### config.mk
export PLATFORM = sky130hd
export DESIGN_NAME = regfile_wb_arbiter
export DESIGN_NICKNAME = d
export VERILOG_FILES = /design/src/rtl/regfile_wb_arbiter.sv
export SDC_FILE = /design/constraint.sdc
export NUM_CORES = 1
export LEC_CHECK = 0
export ABC_AREA = 1
export CAP_MARGIN = 20
export CELL_PAD_IN_SITES_DETAIL_PLACEMENT = 0
export CELL_PAD_IN_SITES_GLOBAL_PLACEMENT = 1
export CORE_MARGIN = 2
export CORE_UTILIZATION = 24
export DETAILED_ROUTE_END_ITERATION = 7
export PLACE_DENSITY = 0.95
export SLEW_MARGIN = 20
export SYNTH_ARGS = -nofsm -noshare
export SYNTH_HDL_FRONTEND = slang
export SYNTH_SLANG_ARGS = --single-unit
### constraint.sdc
create_clock -name i_clk -period 5.55 [get_ports i_clk]
set_input_delay 1.11 -clock i_clk [delete_from_list [all_inputs] [get_ports i_clk]]
set_output_delay 1.11 -clock i_clk [all_outputs]
set_load 0.01 [all_outputs]
### src/rtl/regfile_wb_arbiter.sv
// rtl/regfile_wb_arbiter.sv - round-robin writeback arbiter for the register file write port
//
// Shares the single register-file write port between NREQ writeback sources.
// One source is granted per cycle in rotating priority order. The winning write
// is registered into an output stage that drives the register file the next cycle.
//
// Ports:
//   i_clk         clock, all state on rising edge
//   i_rst_n       synchronous active-low reset
//   i_hold        suppress any grant this cycle
//   i_valid       per-requester write request
//   i_addr        requester k destination register in [5k+4:5k]
//   i_data        requester k write data in [XLEN*k+XLEN-1:XLEN*k]
//   o_ready       one-hot-or-zero grant
//   o_write       register-file write enable
//   o_waddr       register-file write address
//   o_wdata       register-file write data
//   o_pending     bit r set while the output stage holds a write to register r
//   o_last_grant  one-hot index of the most recent grant
module regfile_wb_arbiter #(
   parameter int NREQ = 3,
   parameter int XLEN = 32
) (
   input  logic                 i_clk,
   input  logic                 i_rst_n,
   input  logic                 i_hold,
   input  logic [NREQ-1:0]      i_valid,
   input  logic [NREQ*5-1:0]    i_addr,
   input  logic [NREQ*XLEN-1:0] i_data,
   output logic [NREQ-1:0]      o_ready,
   output logic                 o_write,
   output logic [4:0]           o_waddr,
   output logic [XLEN-1:0]      o_wdata,
   output logic [31:0]          o_pending,
   output logic [NREQ-1:0]      o_last_grant
);

   localparam int            PW       = $clog2(NREQ);
   localparam logic [PW:0]   NREQ_W   = (PW+1)'(NREQ);
   localparam logic [PW-1:0] PTR_LAST = PW'(NREQ-1);

   logic [PW-1:0]   ptr;
   logic [4:0]      addr_arr [NREQ];
   logic [XLEN-1:0] data_arr [NREQ];

   logic [NREQ-1:0] grant;
   logic [PW-1:0]   gnt_idx;
   logic            gnt_any;
   logic [PW:0]     scan;

   for (genvar g = 0; g < NREQ; g++) begin : g_unpack
      assign addr_arr[g] = i_addr[5*g +: 5];
      assign data_arr[g] = i_data[XLEN*g +: XLEN];
   end

   // Scan from ptr upward, wrapping; the first valid requester wins. The scan
   // index is one bit wider than ptr so ptr+j never overflows before the wrap.
   always_comb begin
      grant   = '0;
      gnt_idx = '0;
      gnt_any = 1'b0;
      scan    = '0;
      if (i_rst_n && !i_hold) begin
         for (int j = 0; j < NREQ; j++) begin
            scan = {1'b0, ptr} + j[PW:0];
            if (scan >= NREQ_W) begin
               scan = scan - NREQ_W;
            end
            if (!gnt_any && i_valid[scan[PW-1:0]]) begin
               grant[scan[PW-1:0]] = 1'b1;
               gnt_idx             = scan[PW-1:0];
               gnt_any             = 1'b1;
            end
         end
      end
   end

   assign o_ready = grant;

   always_ff @(posedge i_clk) begin
      if (!i_rst_n) begin
         ptr          <= '0;
         o_write      <= 1'b0;
         o_waddr      <= '0;
         o_wdata      <= '0;
         o_last_grant <= '0;
      end else begin
         // A write to x0 is consumed like any other but never enables the port.
         o_write <= gnt_any && (addr_arr[gnt_idx] != 5'd0);
         if (gnt_any) begin
            ptr          <= (gnt_idx == PTR_LAST) ? '0 : gnt_idx + 1'b1;
            o_waddr      <= addr_arr[gnt_idx];
            o_wdata      <= data_arr[gnt_idx];
            o_last_grant <= grant;
         end
      end
   end

   always_comb begin
      o_pending = '0;
      if (o_write && (o_waddr != 5'd0)) begin
         o_pending[o_waddr] = 1'b1;
      end
   end

endmodule

After elaboration in Yosys (flattened, before gate mapping)
Index checks and enable logic that the tools add are counted.

Memory bits (read-only): 0. RAM bits: 0. Memories kept: 0. Bits in latches: 0. Flip-flop bits (word level): 43.

Add/sub/neg operators: 6. Equality and inequality tests: 1. Muxes and demuxes: 44. $mul: 0. Order comparisons: 12. Div/mod/pow operators: 0. Reductions and logical operators: 14. Bitwise operators: 3. Shifts and indexed selects: 0.

Operators with widths (count): 2-to-1 mux 32 bit (3); binary-select mux 32 bit (select 2 bit) (1); 2-to-1 mux 2 bit (11); 2-to-1 mux 3 bit (6); 2-to-1 mux 1 bit (13); binary-select mux 5 bit (select 2 bit) (1); 2-to-1 mux 5 bit (2); nonzero test 5 bit (2); logical AND 1 bit (9); < comparator 2 x 3 -> 1 bit (second input constant) (3); binary-select mux 1 bit (select 2 bit) (3); demux 1 bit (select 2 bit) (3); >= comparator 2 x 1 -> 1 bit (second input constant) (3); >= comparator 3 x 2 -> 1 bit (second input constant) (2); < comparator 5 x 6 -> 1 bit (second input constant) (1); OR 3 bit (2); subtractor 2 bit (second input constant) (3); demux 1 bit (select 5 bit) (1); >= comparator 5 x 1 -> 1 bit (second input constant) (1); adder 2 x 1 -> 3 bit (second input constant) (1); adder 2 x 2 -> 3 bit (second input constant) (1); >= comparator 3 bit (second input constant) (1); logical NOT 1 bit (3); NOT 2 -> 3 bit (1); other kinds (3) (3).

Depth between registers and ports, before layout
Gate-level depths: netlist (run 1).

Depth in word-level cells: 21. Gate-level depth with buffers: 18.

Least setup slack after synthesis (run 1)
Ideal clock, no wire load.

Path kind: input to output. Start: input i_valid[2]. End: output o_ready[1]. Path slack: 2.253 ns. Required time: 4.440 ns. Stages on the path: 11. Path buffers: 1. Arrival: 2.187 ns. Cell sequence: inv_1 -> o21ai_1 -> nand2_2 -> nand2_1 -> inv_2 -> nand2_1 -> nand2_2 -> inv_2 -> buf_2 -> nand2_1 -> inv_1.

Cells in the longest elaborated chain, start to end: 12.

Ends and longest elaborated chain: start: declaration (RTL line 27) `input logic [NREQ-1:0] i_valid,`; binary-select mux 1 bit (select 2 bit) (RTL line 69) `if (!gnt_any && i_valid[scan[PW-1:0]]) begin`; 2-to-1 mux 1 bit (not written as such) (RTL line 69); 2-to-1 mux 1 bit (RTL line 69); 2-to-1 mux 1 bit (RTL line 63) `if (i_rst_n && !i_hold) begin`; logical NOT 1 bit (RTL line 69); logical AND 1 bit (RTL line 69); 2-to-1 mux 1 bit (RTL line 69); 2-to-1 mux 1 bit (RTL line 63); logical NOT 1 bit (RTL line 69); logical AND 1 bit (RTL line 69); 2-to-1 mux 3 bit * (RTL line 69); 2-to-1 mux 3 bit * (RTL line 63); end: declaration (RTL line 30) `output logic [NREQ-1:0] o_ready,`.

Mark *: on every way between the ends. The rest lies on a longest branch, timed or not. The select of a mux whose other input is x is not followed.

Final worst setup path (run 1)
Start: input i_valid[2]. End: output o_ready[2].

The elaborated chain is that of the path after synthesis.

==> impl_results.md, run 1 <==
* Nets at 738
* Number of DRC markers in iteration 0 at 186
* DRT antenna net count at 0
* Synth top area cells: dfxtp_1 (31%), nand2_1 (9.6%), o21ai_0 (8.7%)
* Post-route clock period utilization at 86.86%
* Skew-Pair Late Insertion Delay at 0.28 ns
* Vias in the first global route at 3541
* Most frequent CP cell: nand2_1
* Post-Syn Nets at 562
* Critical path required time at 4.44 ns
* Remaining Overflow, GRT at 0
* Yosys reg bits at 43
* CTS buffer count at 5
* Cell Area, Synth at 2765 um^2
* Slew HR at 48.68%
* Cell Rows at 39
* Drt first pass iters at 4
* Die Y at 111.3 um
* HPWL after detailed placement at 8.280 mm
* Clock slew at reported path FFs at 0.06 ns
* DP Area at 4721 um^2
* # diodes at 0
* # IOs at 193
* Largest net degree at the start of global routing at 39
* CTS tree: built
* Worst Setup Start Kind: input pin
* CTS Buffer Depth at 2
* WP data arrival at 3.71 ns
* Initial Utilization at 24.43%
* Min-delay worst type: flip-flop to flip-flop
* Core Box Area at 11320 um^2
* Final Skew at 0.006458 ns
* Initial antenna violation count at 0
* Final WL at 10.77 mm
* Crit Path Max Fanout at 30
* Number of gates resized after cts at 0
* Vias/cell at 4.778
* TNS Setup at 0 ns
* Hold Vio Cnt, Final at 0
* Area growth syn-to-layout at 77.01%
* RSZ-0062 raised after global routing: false
* Die footprint at 12400 um^2
* Area leader, netlist: dfxtp_1
* Number of max-cap violations at 0
* Cells after synthesis at 441
* H-tree depth at 2
* Slowest-stage cell, CP: clkdlybuf4s50_1
* Synth Area per Inst at 6.270 um^2
* P_leak at 1.904 nW
* Clock tree root buffer cell: clkbuf_16
* Layout cells sized above 1 at 4.531%
* Status: completed
* Yosys top cell area share at 31.13%
* GPL Wtd Cong at 1.041
* CP Class: input pin to output port
* Max incr delay on CP at 0.53 ns
* Most common cell after layout, fill and taps aside: clkdlybuf4s50_1
* Wirelength per Cell at 14.15 um
* Worst slew pin tran at 0.7689 ns
* Die Wd at 111.3 um
* Cell area after layout at 4895 um^2
* Crit end category: output port
* Most frequent cells in the layout: clkdlybuf4s50_1 (191), nand2_1 (71), inv_1 (59)
* PortBufs at 191
* Pins over their slew limit at 0
* Critical-path cell list: clkdlybuf4s50_1 > inv_1 > o21ai_0 > nand2_1 > nand2_1 > inv_2 > nand2_1 > nand2_2 > inv_2 > nand2_1 > inv_1 > clkdlybuf4s50_1
* Pre-CTS WS at 0.7453 ns
* Setup WS post-layout at 0.7292 ns
* Areal power density over the cells at 228.6 nW/um^2
* Synth Flop Type: dfxtp_1
* First-pass GRT wire length at 16.99 mm
* Tmin final at 4.821 ns
* Unique cell type count in the Yosys netlist at 26
* Final setup fails at 0
* DRC at 0
* CTS sink cnt at 43
* Hold buffers post-CTS at 0
* Synth async-reset ratio at 0%
* Setup bufs post-CTS at 0
* GRT Util Overall at 16.65%
* Post-synthesis sequential area ratio at 31.13%
* Via count at 3636
* Max VDD drop at 0.0001395 V
* Post-synth EDFFs at 0
* Synth Warn # at 0
* Max Freq at 0.2074 GHz
[power by group]
| group | total, mW | internal, mW | switching [mW] |
|---|---|---|---|
| registers | 0.379 | 0.351 | 0.0276 |
| clock network | 0.348 | 0.224 | 0.124 |
| logic | 0.392 | 0.206 | 0.186 |
[cells in the mapped netlist (2+ instances only)]
library cell,number
a21oi_1,29
a31oi_1,37
buf_2,8
buf_4,4
buf_6,5
clkbuf_1,7
dfxtp_1,43
ha_1,4
inv_1,59
inv_2,5
nand2_1,71
nand2_2,6
nand3_1,27
nand3_2,3
nor2_1,47
nor2_2,2
o21ai_0,48
o21ai_1,28
[final timing paths]
path | start | end | slack [ns] | cells past startpoint
setup / recovery | i_valid[2] | o_ready[2] | 0.73 | 12
hold / removal | o_wdata[19]$_SDFFE_PN0P_ | o_wdata[19]$_SDFFE_PN0P_ | 0.50 | 2
setup reg to reg | ptr[0]$_SDFFE_PN0P_ | o_wdata[27]$_SDFFE_PN0P_ | 2.14 | 13
hold reg to reg | o_wdata[19]$_SDFFE_PN0P_ | o_wdata[19]$_SDFFE_PN0P_ | 0.50 | 2
[layout make-up]
| type | instances | area, um^2 |
|---|---|---|
| clock inverters | 2 | 35.03 |
| inverters | 65 | 245.2 |
| fillers | 1150 | 6426 |
| repair buffers | 194 | 1934 |
| multi-input cells | 308 | 1501 |
| flip-flops and latches | 43 | 860.8 |
| well taps | 143 | 178.9 |
| clock buffers | 6 | 138.9 |
[routing by layer]
layer / wire [um] / vias to the layer above / part of all wire [%] / track usage, %
li1: - / 1813 / - / -
met1: 4473 / 1617 / 42 / 19.41
met2: 5315 / 188 / 49 / 30.65
met3: 820 / 18 / 7.6 / 3.811
met4: 160 / 0 / 1.5 / 4.444
met5: 0 / - / 0 / 0
[per-stage QoR]
step	std cells	util, %	hold slack [ns]	total power, mW
floorplan	441	-	0.4772	0.5667
global route	761	43.24	0.5296	1.181
detailed placement	753	41.70	0.4882	0.7765
CTS	761	43.24	0.4986	1.125
global placement	753	41.70	0.4862	0.7679
finish	761	43.24	0.4973	1.119
[critical path: cells and delay by family]
family / cells / cell delay [ns]
AOI/OAI and AO/OA: 1 / 0.21
buffers and inverters: 6 / 1.72
and+or+nand+nor: 5 / 0.66
[cells by family (layout without fill, tap and decap cells)]
| family | count (synthesis) | in the layout | synth area share, % |
|---|---|---|---|
| AO/OA/AOI/OAI | 144 | 144 | 27.87 |
| other | 1 | 1 | 0.1356 |
| AND/OR/NAND/NOR | 159 | 159 | 24.48 |
| adder cells (fa/ha/maj) | 4 | 4 | 1.810 |
| buffers and inverters | 90 | 267 | 14.57 |
| flip-flops | 43 | 43 | 31.13 |
[flip-flops by register name, indices dropped and copies added, names as in the netlist]
signal,flops
o_waddr,5
o_write,1
o_last_grant,3
o_wdata,32
ptr,2
No activity file was read; power rests on OpenSTA's default activity.
==> run 2, diff against run 1 <==
- CORE_MARGIN: 2 -> 3
==> run 2 against run 1 <==
Net effect:
- sequential power barely moved
- flip-flop and latch count unchanged
- largest cell class unchanged
- power decreased by 5.8%
- clock power fell by 17%
- critical path type unchanged
- via count decreased by 2.3%
- largest power group unchanged
- non-clock buffer count down 1
==> impl_results.md, run 2 (same netlist as run 1, synthesis figures left out) <==
* Status: completed
* Areal power density over the cells at 217.4 nW/um^2
* TNS Setup at 0 ns
* HPWL after detailed placement at 8.325 mm
* Hold Vio Cnt, Final at 0
* GRT Util Overall at 16.24%
* Die Y at 113.3 um
* CTS buffer count at 5
* R2R cell count at 10
* Max VDD drop at 0.0001195 V
* Net Sw Frac at 31.49%
* Remaining Overflow, GRT at 0
* Internal power at 0.7224 mW
* Number of max-cap violations at 0
* Initial Utilization at 25.07%
* Tmin final at 4.761 ns
* Pins over their slew limit at 0
* PortBufs at 191
* Most flop-heavy register: o_wdata
* Worst Setup Start Kind: input pin
* Setup bufs post-CTS at 0
* Critical R2R Launch: ptr[0]$_SDFFE_PN0P_
* DRT antenna net count at 0
* DRC at 0
* Vias/cell at 4.694
* Min-delay worst type: flip-flop to flip-flop
* First-pass GRT wire length at 16.93 mm
* Initial antenna violation count at 0
* Core Box Area at 11030 um^2
* Skew-Pair Late Insertion Delay at 0.28 ns
* Final Skew at 0.006537 ns
* Final setup fails at 0
* Layout cells sized above 1 at 4.214%
* Post-route clock period utilization at 85.78%
* RSZ-0062 raised after global routing: false
* Worst slew pin tran at 0.9397 ns
* Final WL at 10.69 mm
* H-tree depth at 2
* CP Class: input pin to output port
* Number of DRC markers in iteration 0 at 178
* Number of gates resized after cts at 0
* Max Freq at 0.2100 GHz
* Vias in the first global route at 3511
* Wirelength per Cell at 14.12 um
* Hold Startpoint: o_last_grant[2]$_SDFFE_PN0P_
* Cell Count, Final, Fillers Out at 757
* Drt first pass iters at 4
* Clock slew at reported path FFs at 0.06 ns
* Placed cells at 749
* Reg area at 860.8 um^2
* Largest register FFs at 32
* # diodes at 0
* GPL Wtd Cong at 0.9221
* CTS sink cnt at 43
* Cell Rows at 38
* Most frequent cells in the layout: clkdlybuf4s50_1 (191), nand2_1 (71), inv_1 (58)
* WHS at 0.4741 ns
* # IOs at 193
* Footprint of the multi-input gates at 1501 um^2
* R2r setup slk at 1.79 ns
* Crit Path Max Fanout at 28
* Critical path required time at 4.44 ns
* Fillers at 1152
* CTS tree: built
* Area growth syn-to-layout at 75.43%
* Via count at 3553
* Hold buffers post-CTS at 0
* WP data arrival at 3.65 ns
* Die Wd at 113.3 um
* CTS Buffer Depth at 2
* Hold path depth at 2
* Reg-to-Reg End: o_wdata[28]$_SDFFE_PN0P_
* Largest regs: o_wdata x32, o_waddr x5, o_last_grant x3
* Clock power share at 27.3%
* Crit end category: output port
* Seq pwr share at 35.9%
* Most common cell after layout, fill and taps aside: clkdlybuf4s50_1
* Post-layout power at 1.055 mW
* Die footprint at 12850 um^2
* Comb power frac at 36.7%
* Clock tree root buffer cell: clkbuf_16
* Net Switching at 0.3321 mW
* Slew HR at 36.96%
* Largest net degree at the start of global routing at 39
* Hold EP: o_last_grant[2]$_SDFFE_PN0P_
* Nets at 737
* P_leak at 1.871 nW
run 2: cell types whose count changed in the layout (fill, tap and decap cells not counted):
cell	delta
buf_4	-1
bufinv_16	-1
clkbuf_1	+1
clkbuf_8	-1
clkinv_1	+1
clkinvlp_4	+1
inv_1	-1
run 2: critical path, stage by stage:
cell and delay [ns]:
clkdlybuf4s50_1 0.47, inv_1 0.09, o21ai_1 0.20, nand2_2 0.13, nand2_1 0.11, inv_2 0.05
nand2_1 0.07, nand2_2 0.22, inv_2 0.44, nand2_1 0.15, inv_1 0.07, clkdlybuf4s50_1 0.53
run 2: through the flow:
stage	instance area (um^2)	utilization, %	setup slack, ns
2_1_floorplan	2765	-	2.253
4_1_cts	4851	43.98	0.7852
6_report	4851	43.98	0.7891
5_1_grt	4851	43.98	0.5511
3_3_place_gp	4710	42.70	0.8670
3_5_place_dp	4710	42.70	0.7721
run 2: how the worst max path moves through the flow:
stage / start / to / slack [ns]
6_report: i_valid[2] / o_ready[1] / 0.79
4_1_cts: i_valid[2] / o_ready[2] / 0.79
3_3_place_gp: i_valid[2] / o_ready[1] / 0.87
5_1_grt: i_valid[2] / o_ready[2] / 0.55
2_1_floorplan: i_valid[2] / o_ready[1] / 2.25
3_5_place_dp: i_valid[2] / o_ready[2] / 0.77
run 2: area by class of cell:
type	count	area share, %
multi-input combinational	308	30.95
tap	140	3.611
sequential	43	17.75
clock inverter	2	0.2579
timing repair buffer	193	39.72
clock buffer	6	2.657
inverter	65	5.055
run 2: routing by layer:
layer | global-route usage (%) | part of all wire [%]
met1 | 18.05 | 40
met2 | 30.49 | 50
met3 | 3.583 | 7.7
met4 | 5.128 | 1.9
met5 | 0 | 0
run 2: power groups by stage:
stage,Clock (mW),Sequential [mW],Combinational [mW]
final,0.288,0.379,0.388
after global routing,0.308,0.385,0.427
after CTS,0.301,0.379,0.391
after detailed placement,0,0.386,0.390
after global placement,0,0.384,0.387
after floorplan,0,0.400,0.167
==> run 3, diff against run 2 <==
- CORE_MARGIN: 3 -> default
- HOLD_SLACK_MARGIN: default -> 0.02
==> run 3 against run 2 <==
Net effect:
- clock power up 5%
- sequential power barely moved
- clock-buffer cell count is 1 higher
- worst setup slack got worse by 0.092 ns
- hold slack got worse by 0.00055 ns
- die area down 6.9%
- first-iteration DRC count is 23% lower
- global-route usage grew 0.55 points
- combinational power hardly changed
- core utilization is 0.23 points higher
- critical path depth did not move
==> impl_results.md, run 3 (same netlist as run 1, synthesis figures left out) <==
* Nets at 739
* Vias/cell at 4.689
* Max VDD drop at 0.0001214 V
* Hold path depth at 2
* Number of DRC markers in iteration 0 at 137
* DRT antenna net count at 0
* Min-delay worst type: flip-flop to flip-flop
* DRC at 0
* Largest register FFs at 32
* Number of max-cap violations at 0
* GPL Wtd Cong at 0.9454
* CTS Buffer Depth at 2
* Most flop-heavy register: o_wdata
* Critical path required time at 4.44 ns
* Worst Setup Start Kind: input pin
* R2R cell count at 16
* Worst slew pin tran at 0.6336 ns
* Footprint of the multi-input gates at 1501 um^2
* Status: completed
* Hold EP: o_last_grant[1]$_SDFFE_PN0P_
* Final WL at 10.42 mm
* Met2 GRT Util at 31.72%
* H-tree depth at 2
* RSZ-0062 raised after global routing: false
* CTS sink cnt at 43
* Die Y at 109.3 um
* Final Skew at 0.007194 ns
* Final setup fails at 0
* PortBufs at 191
* Areal power density over the cells at 219.4 nW/um^2
* Layout cells sized above 1 at 4.523%
* Cell Rows at 38
* # diodes at 0
* GRT busiest layer: met2
* Pins over their slew limit at 0
* Hold buffers post-CTS at 0
* Reg-to-Reg End: o_write$_SDFF_PN0_
* CP Class: input pin to output port
* HPWL after detailed placement at 8.012 mm
* Most frequent cells in the layout: clkdlybuf4s50_1 (191), nand2_1 (71), inv_1 (59)
* Initial antenna violation count at 0
* Hold Vio Cnt, Final at 0
* Tmin final at 4.853 ns
* Drt first pass iters at 4
* Die footprint at 11960 um^2
* Critical R2R Launch: ptr[0]$_SDFFE_PN0P_
* Vias in the first global route at 3328
* Most common cell after layout, fill and taps aside: clkdlybuf4s50_1
* Clock slew at reported path FFs at 0.06 ns
* R2r setup slk at 2.16 ns
* Die Wd at 109.3 um
* Largest net degree at the start of global routing at 38
* TNS Setup at 0 ns
* Crit end category: output port
* Clock tree root buffer cell: clkbuf_16
* Crit Path Max Fanout at 29
* Fillers at 1147
* Hold Startpoint: o_last_grant[1]$_SDFFE_PN0P_
* WP data arrival at 3.74 ns
* Via count at 3559
* P_leak at 1.895 nW
* Met3 usage at 4.386%
* Wirelength per Cell at 13.72 um
* Core Box Area at 11030 um^2
* Largest regs: o_wdata x32, o_waddr x5, o_last_grant x3
* CTS tree: built
* Area growth syn-to-layout at 76.33%
* GRT Util Overall at 16.79%
* Remaining Overflow, GRT at 0
* Initial Utilization at 25.07%
* Skew-Pair Late Insertion Delay at 0.28 ns
* Post-layout util at 44.20%
* Post-route clock period utilization at 87.44%
* Slew HR at 57.61%
* Number of gates resized after cts at 0
* Setup bufs post-CTS at 0
* Max Freq at 0.2061 GHz
* # IOs at 193
* First-pass GRT wire length at 15.68 mm
* CTS buffer count at 5
* Reg area at 860.8 um^2
* Met1 Use GR at 18.59%
-- run 3: cell count changes in the layout (fill, tap and decap cells not counted), sizes merged --
| cell | delta |
|---|---|
| clkbuf | +1 |
| buf | +2 |
| clkinvlp | -1 |
| inv | +1 |
| clkinv | -1 |
-- run 3: final cells by class --
type	instances	area share [%]
multi-input cells	308	30.79
well taps	140	3.593
flip-flops and latches	43	17.65
inverters	65	5.030
repair buffers	195	39.83
clock buffers	7	2.925
clock inverters	1	0.1796
-- run 3: worst max-delay path: stages --
cell             delay [ns]
clkdlybuf4s50_1        0.47
inv_1                  0.09
o21ai_1                0.25
nand2_2                0.14
nand2_1                0.11
inv_2                  0.05
nand2_1                0.07
nand2_2                0.22
inv_2                  0.46
nand2_1                0.14
inv_1                  0.07
clkdlybuf4s50_1        0.54
-- run 3: how the worst max path moves through the flow --
| stage | slack (ns) | from | endpoint |
|---|---|---|---|
| 2_1_floorplan | 2.25 | i_valid[2] | o_ready[1] |
| 3_5_place_dp | 0.73 | i_valid[2] | o_ready[2] |
| 3_3_place_gp | 0.84 | i_valid[2] | o_ready[2] |
| 6_report | 0.70 | i_valid[2] | o_ready[2] |
| 4_1_cts | 0.73 | i_valid[2] | o_ready[2] |
| 5_1_grt | 0.53 | i_valid[2] | o_ready[2] |
-- run 3: power breakdown --
| part | internal [mW] | total [mW] | switching [mW] |
|---|---|---|---|
| sequential | 0.351 | 0.378 | 0.0271 |
| combinational | 0.206 | 0.391 | 0.185 |
| clock | 0.180 | 0.301 | 0.121 |
| total | 0.737 | 1.07 | 0.333 |
-- run 3: metrics by stage --
stage | instances | area, um^2 | worst slack, ns | power [mW] | hold slack [ns]
6_report | 759 | 4876 | 0.6971 | 1.070 | 0.4736
5_1_grt | 759 | 4876 | 0.5295 | 1.133 | 0.5135
4_1_cts | 759 | 4876 | 0.7312 | 1.079 | 0.4772
3_5_place_dp | 751 | 4725 | 0.7295 | 0.7762 | 0.4674
3_3_place_gp | 751 | 4725 | 0.8427 | 0.7685 | 0.4735
2_1_floorplan | 441 | 2765 | 2.253 | 0.5667 | 0.4772
-- run 3: layer usage --
metal,wire length (um),part of all wire (%),vias to the layer above
met5,0,0,-
met3,804,7.7,17
met4,132,1.3,0
li1,-,-,1811
met1,4194,40,1564
met2,5284,51,167
